===== config.mk =====
export PLATFORM = sky130hd
export DESIGN_NAME = regfile_write_arbiter
export DESIGN_NICKNAME = d
export VERILOG_FILES = /design/src/rtl/regfile_write_arbiter.sv
export SDC_FILE = /design/constraint.sdc
export NUM_CORES = 1
export LEC_CHECK = 0
export CORE_MARGIN = 2
export CORE_UTILIZATION = 41
export CTS_CLUSTER_DIAMETER = 200
export DETAILED_ROUTE_END_ITERATION = 8
export GPL_TIMING_DRIVEN = 1
export PLACE_DENSITY = 0.83
export SLEW_MARGIN = 30
export SYNTH_ARGS = -nofsm -noshare
export SYNTH_HDL_FRONTEND = slang
export SYNTH_SLANG_ARGS = --single-unit

===== constraint.sdc =====
create_clock -name clk -period 2.65 [get_ports clk]
set_input_delay 0.53 -clock clk [delete_from_list [all_inputs] [get_ports clk]]
set_output_delay 0.53 -clock clk [all_outputs]
set_load 0.1 [all_outputs]

===== src/rtl/regfile_write_arbiter.sv =====
// Arbitrates the register bank's single write port between ALU writeback, load
// writeback and PC update, and tracks outstanding register writes for hazard stalls.
module regfile_write_arbiter #(
  parameter int unsigned DATA_W       = 16,
  parameter int unsigned REG_W        = 4,
  parameter int unsigned STARVE_LIMIT = 4
) (
  input  logic                  clk,
  input  logic                  rst,
  input  logic                  i_alu_req,
  input  logic [REG_W-1:0]      i_alu_reg,
  input  logic [DATA_W-1:0]     i_alu_data,
  output logic                  o_alu_ack,
  input  logic                  i_mem_req,
  input  logic [REG_W-1:0]      i_mem_reg,
  input  logic [DATA_W-1:0]     i_mem_data,
  output logic                  o_mem_ack,
  input  logic                  i_pc_req,
  input  logic [DATA_W-1:0]     i_pc_data,
  output logic                  o_pc_ack,
  output logic                  o_wr_en,
  output logic [REG_W-1:0]      o_wr_reg,
  output logic [DATA_W-1:0]     o_wr_data,
  output logic                  o_pc_inc,
  output logic [DATA_W-1:0]     o_pc_data_in,
  input  logic                  i_issue_en,
  input  logic [REG_W-1:0]      i_issue_reg,
  input  logic [REG_W-1:0]      i_src_reg,
  input  logic [REG_W-1:0]      i_dst_reg,
  output logic [(2**REG_W)-1:0] o_busy,
  output logic                  o_src_busy_c,
  output logic                  o_dst_busy_c
);

  localparam int unsigned NREG  = 2**REG_W;
  localparam int unsigned CNT_W = $clog2(STARVE_LIMIT + 2);

  typedef enum logic [1:0] {GNT_NONE, GNT_ALU, GNT_MEM, GNT_PC} gnt_e;

  logic              r_alu_ack, r_mem_ack, r_pc_ack;
  logic              r_wr_en, r_pc_inc;
  logic [REG_W-1:0]  r_wr_reg;
  logic [DATA_W-1:0] r_wr_data, r_pc_data_in;
  logic [NREG-1:0]   r_busy;
  logic [CNT_W-1:0]  r_starve_cnt;
  logic              r_last_mem;

  logic              w_alu_elig, w_mem_elig, w_pc_elig, w_pc_starved;
  gnt_e              w_gnt;
  logic [NREG-1:0]   w_busy_nxt;

  // A requester whose ack is currently high is still holding req from the
  // granted transfer, so it must not be granted a second time.
  assign w_alu_elig   = i_alu_req && !r_alu_ack;
  assign w_mem_elig   = i_mem_req && !r_mem_ack;
  assign w_pc_elig    = i_pc_req  && !r_pc_ack;
  assign w_pc_starved = w_pc_elig && (r_starve_cnt >= CNT_W'(STARVE_LIMIT));

  // Priority: starved PC, then ALU/MEM round-robin, then PC.
  always_comb begin
    w_gnt = GNT_NONE;
    if (w_pc_starved)                w_gnt = GNT_PC;
    else if (w_alu_elig && w_mem_elig) w_gnt = r_last_mem ? GNT_ALU : GNT_MEM;
    else if (w_alu_elig)             w_gnt = GNT_ALU;
    else if (w_mem_elig)             w_gnt = GNT_MEM;
    else if (w_pc_elig)              w_gnt = GNT_PC;
  end

  // Scoreboard: the issue-time set is applied last so it wins over a same-cycle clear.
  always_comb begin
    w_busy_nxt = r_busy;
    if (w_gnt == GNT_ALU) w_busy_nxt[i_alu_reg] = 1'b0;
    if (w_gnt == GNT_MEM) w_busy_nxt[i_mem_reg] = 1'b0;
    if (i_issue_en)       w_busy_nxt[i_issue_reg] = 1'b1;
  end

  always_ff @(posedge clk) begin
    if (rst) begin
      r_alu_ack    <= 1'b0;
      r_mem_ack    <= 1'b0;
      r_pc_ack     <= 1'b0;
      r_wr_en      <= 1'b0;
      r_pc_inc     <= 1'b0;
      r_wr_reg     <= '0;
      r_wr_data    <= '0;
      r_pc_data_in <= '0;
      r_busy       <= '0;
      r_starve_cnt <= '0;
      r_last_mem   <= 1'b1;
    end else begin
      r_alu_ack <= (w_gnt == GNT_ALU);
      r_mem_ack <= (w_gnt == GNT_MEM);
      r_pc_ack  <= (w_gnt == GNT_PC);
      r_wr_en   <= (w_gnt == GNT_ALU) || (w_gnt == GNT_MEM);
      r_pc_inc  <= (w_gnt == GNT_PC);
      r_busy    <= w_busy_nxt;

      case (w_gnt)
        GNT_ALU: begin
          r_wr_reg   <= i_alu_reg;
          r_wr_data  <= i_alu_data;
          r_last_mem <= 1'b0;
        end
        GNT_MEM: begin
          r_wr_reg   <= i_mem_reg;
          r_wr_data  <= i_mem_data;
          r_last_mem <= 1'b1;
        end
        GNT_PC:  r_pc_data_in <= i_pc_data;
        default: ;
      endcase

      if (!i_pc_req || (w_gnt == GNT_PC))
        r_starve_cnt <= '0;
      else if (w_pc_elig && (r_starve_cnt < CNT_W'(STARVE_LIMIT)))
        r_starve_cnt <= r_starve_cnt + CNT_W'(1);
    end
  end

  assign o_alu_ack    = r_alu_ack;
  assign o_mem_ack    = r_mem_ack;
  assign o_pc_ack     = r_pc_ack;
  assign o_wr_en      = r_wr_en;
  assign o_wr_reg     = r_wr_reg;
  assign o_wr_data    = r_wr_data;
  assign o_pc_inc     = r_pc_inc;
  assign o_pc_data_in = r_pc_data_in;
  assign o_busy       = r_busy;
  assign o_src_busy_c = r_busy[i_src_reg];
  assign o_dst_busy_c = r_busy[i_dst_reg];

endmodule

==> flow_summary.json <==
{
  "postSynthAreaPerCell_um2": 9.60,
  "fill_cells": 554,
  "initial_utilization_pct": 42.5,
  "synth_edf_count": 0,
  "syn-num-nets": 379,
  "yosys-top-cells-count": "60 x dfxtp_1, 58 x nor2_1, 38 x mux2i_1",
  "synth_top_area_share_pct": 41.6,
  "ys_warn_count": 0,
  "ys_types": 28,
  "crit_fanout": 3,
  "power_w": 0.00374,
  "r2r-end": "o_busy[6]",
  "cts_sinks": 60,
  "vias": 2854,
  "critPathMaxStageDelay_ps": 560,
  "clock_latency_ps": 330,
  "fin_nets": 519,
  "critical_path.cell_chain": "clkdlybuf4s15_1 > mux4_1 > nor2b_1 > a211oi_1 > buf_4 > a21oi_4 > buf_12",
  "worstRegToRegCells": 10,
  "cp_top_family": "buffers and inverters",
  "crit_required_ps": 2120,
  "post-route-period-util_pct": 97.3,
  "setup_viol_count_final": 0,
  "power_frac_seq_pct": 29.6,
  "swShare_pct": 47.1,
  "dp.cells": 526,
  "combinationalPowerShare_pct": 48.8,
  "drc": 0,
  "grt_max_degree": 44,
  "dieArea_um2": 7730,
  "crit_slowest_cell": "mux4_1",
  "globalplace.congestion": 0.851,
  "antenna_found_initial": 0,
  "worstSetupEndpointType": "primary output",
  "cts_buffer_depth": 2,
  "arrival_ps": 2050,
  "outcome": "complete, no violations",
  "grt_pass1_vias": 2855,
  "r2r_start": "o_pc_inc",
  "setup.worst_path.class": "in -> out",
  "r2r_slack_ps": 590,
  "cts_setup_buffers": 0,
  "rsz0062_at_grt": "false",
  "dominantRegCellSynth": "dfxtp_1",
  "drt_iter0_markers": 189,
  "synth_area_um2": 2890,
  "p_clk_share_pct": 21.6,
  "ys_top_cells_by_area": "dfxtp_1 42%, mux2i_1 13%, nor2_1 7.5%",
  "n_antenna_cell": 0,
  "ys_ff_latch": 60,
  "finalCriticalPeriod_ps": 2580,
  "tightestPinTransition_ps": 747,
  "clk_pin_slew_ps": 80,
  "rows": 30,
  "h-tree-depth": 3,
  "cap_violations": 0,
  "fp.dieH_um": 87.9,
  "drive_gt1_share_pct": 22.4,
  "peakVddDrop_mv": 0.507,
  "core_area_um2": 6790,
  "cts_buffers": 9,
  "dp_hpwl_um": 6300,
  "yosys.area.top_type": "dfxtp_1",
  "gr-total-overflow": 0,
  "numPortBuffers": 132,
  "drv_slew": 0,
  "final_cells": 542,
  "start_kind": "input pin",
  "whs_endpoint": "o_wr_data[11]",
  "timing.fmax_mhz": 388,
  "synthCells": 301,
  "multi_input_area_um2": 1630,
  "tns_ps": 0,
  "clock_skew_ps": 8.63,
  "area_delta_synth_final_pct": 54.9,
  "yosys.cell_count.top_type": "dfxtp_1",
  "slew_headroom_pct": 50.2,
  "routed_via_density": 5.27,
  "hold_path.startpoint": "o_wr_data[11]",
  "grt_usage_pct": 22.3,
  "hold_viol_final": 0,
  "grt_pass1_wl_um": 13300,
  "worstHoldPathCells": 2,
  "intPower_w": 0.00198,
  "io_pins": 133,
  "worstHoldPathType": "reg -> reg",
  "synthArstFlopShare_pct": 0,
  "seqCellArea_um2": 1200,
  "first_pass_iters": 4,
  "switchingPower_w": 0.00176,
  "die_w_um": 87.9,
  "p_per_area_nw_per_um2": 836,
  "drt-total-wl_um": 8320,
  "clock-root-buffer": "clkbuf_8",
  "synth_seq_area_share_pct": 41.6,
  "ant_nets": 0,
  "wl_per_cell_um": 15.4,
  "power_leakage_nw": 1.85,
  "cts_tree": "done",
  "cp_num_buf_inv": 3
}
-- placed cells by master (no fill, tap or decap), types with 4 or more instances in the layout --
cell type and n:
a211oi_1 22, a21oi_1 4, a22oi_1 14, a32oi_1 9, and3_1 4, and3b_1 4, buf_4 71, clkbuf_8 9
clkdlybuf4s50_1 68, dfxtp_1 58, ha_1 4, mux2i_1 36, mux4_1 6, nand2_1 13, nand3_1 9, nor2_1 58
nor2b_1 18
-- what timing repair did --
item / in CTS / in global routing
gates resized for setup: 7 / 3
hold buffers: 0 / 0
endpoints found under the setup margin: 2 / 2
-- per-layer routing --
layer / up-vias / GRT usage [%] / wire length (µm)
met3: 25 / 7.16 / 626
li1: 1385 / - / -
met5: - / 0 / 0
met4: 0 / 10.2 / 246
met1: 1303 / 26.3 / 3430
met2: 141 / 37.1 / 4020
-- tightest hold or removal path, stage by stage (launching register included) --
cell and delay (ps):
dfxtp_1 310, nor2_1 80, a211oi_1 50
-- power groups by stage --
| stage | clock (W) | sequential [W] | combinational (W) |
|---|---|---|---|
| finish | 0.000808 | 0.00111 | 0.00183 |
| floorplan | 0 | 0.00202 | 0.000458 |
| global placement | 0 | 0.00112 | 0.00181 |
| global route | 0.000870 | 0.00113 | 0.00191 |
| detailed placement | 0 | 0.00113 | 0.00183 |
| CTS | 0.000825 | 0.00111 | 0.00183 |
-- stage by stage --
| stage | hold WS (ps) | util (%) | setup WS (ps) | instance area [µm²] |
|---|---|---|---|---|
| 6_report | 483 | 65.9 | 72.7 | 4480 |
| 5_1_grt | 516 | 65.9 | 1.85 | 4480 |
| 4_1_cts | 479 | 65.8 | 22.2 | 4470 |
| 3_5_place_dp | 469 | 62.9 | -245 | 4280 |
| 3_3_place_gp | 461 | 62.9 | -175 | 4280 |
| 2_1_floorplan | 454 | - | 39.3 | 2910 |
-- final cells by class --
type                    instances  area share [%]
inverters                       1          0.0839
flip-flops and latches         60            26.9
well taps                      96            2.68
clock inverters                 7            1.68
repair buffers                147            29.5
clock buffers                   9            2.77
multi-input cells             222            36.4
-- worst max path at each step --
stage	start	end	cells past startpoint
floorplan	o_busy[1]	o_dst_busy_c	4
global placement	i_src_reg[0]	o_src_busy_c	7
detailed placement	i_dst_reg[0]	o_dst_busy_c	7
CTS	i_dst_reg[0]	o_dst_busy_c	7
global route	i_dst_reg[0]	o_dst_busy_c	7
finish	i_dst_reg[0]	o_dst_busy_c	7
-- kinds of logic (layout without fill, tap and decap cells) --
logic type	count (synthesis)	after routing	share of synthesized area, %
multiplexers	46	46	20.4
flip-flops	60	60	41.6
adder cells (fa/ha/maj)	4	4	1.73
AO/OA/AOI/OAI	56	56	14.3
AND/OR/NAND/NOR	116	116	19.1
buffers and inverters	19	164	2.81
Power figures use the tool's default switching activity.
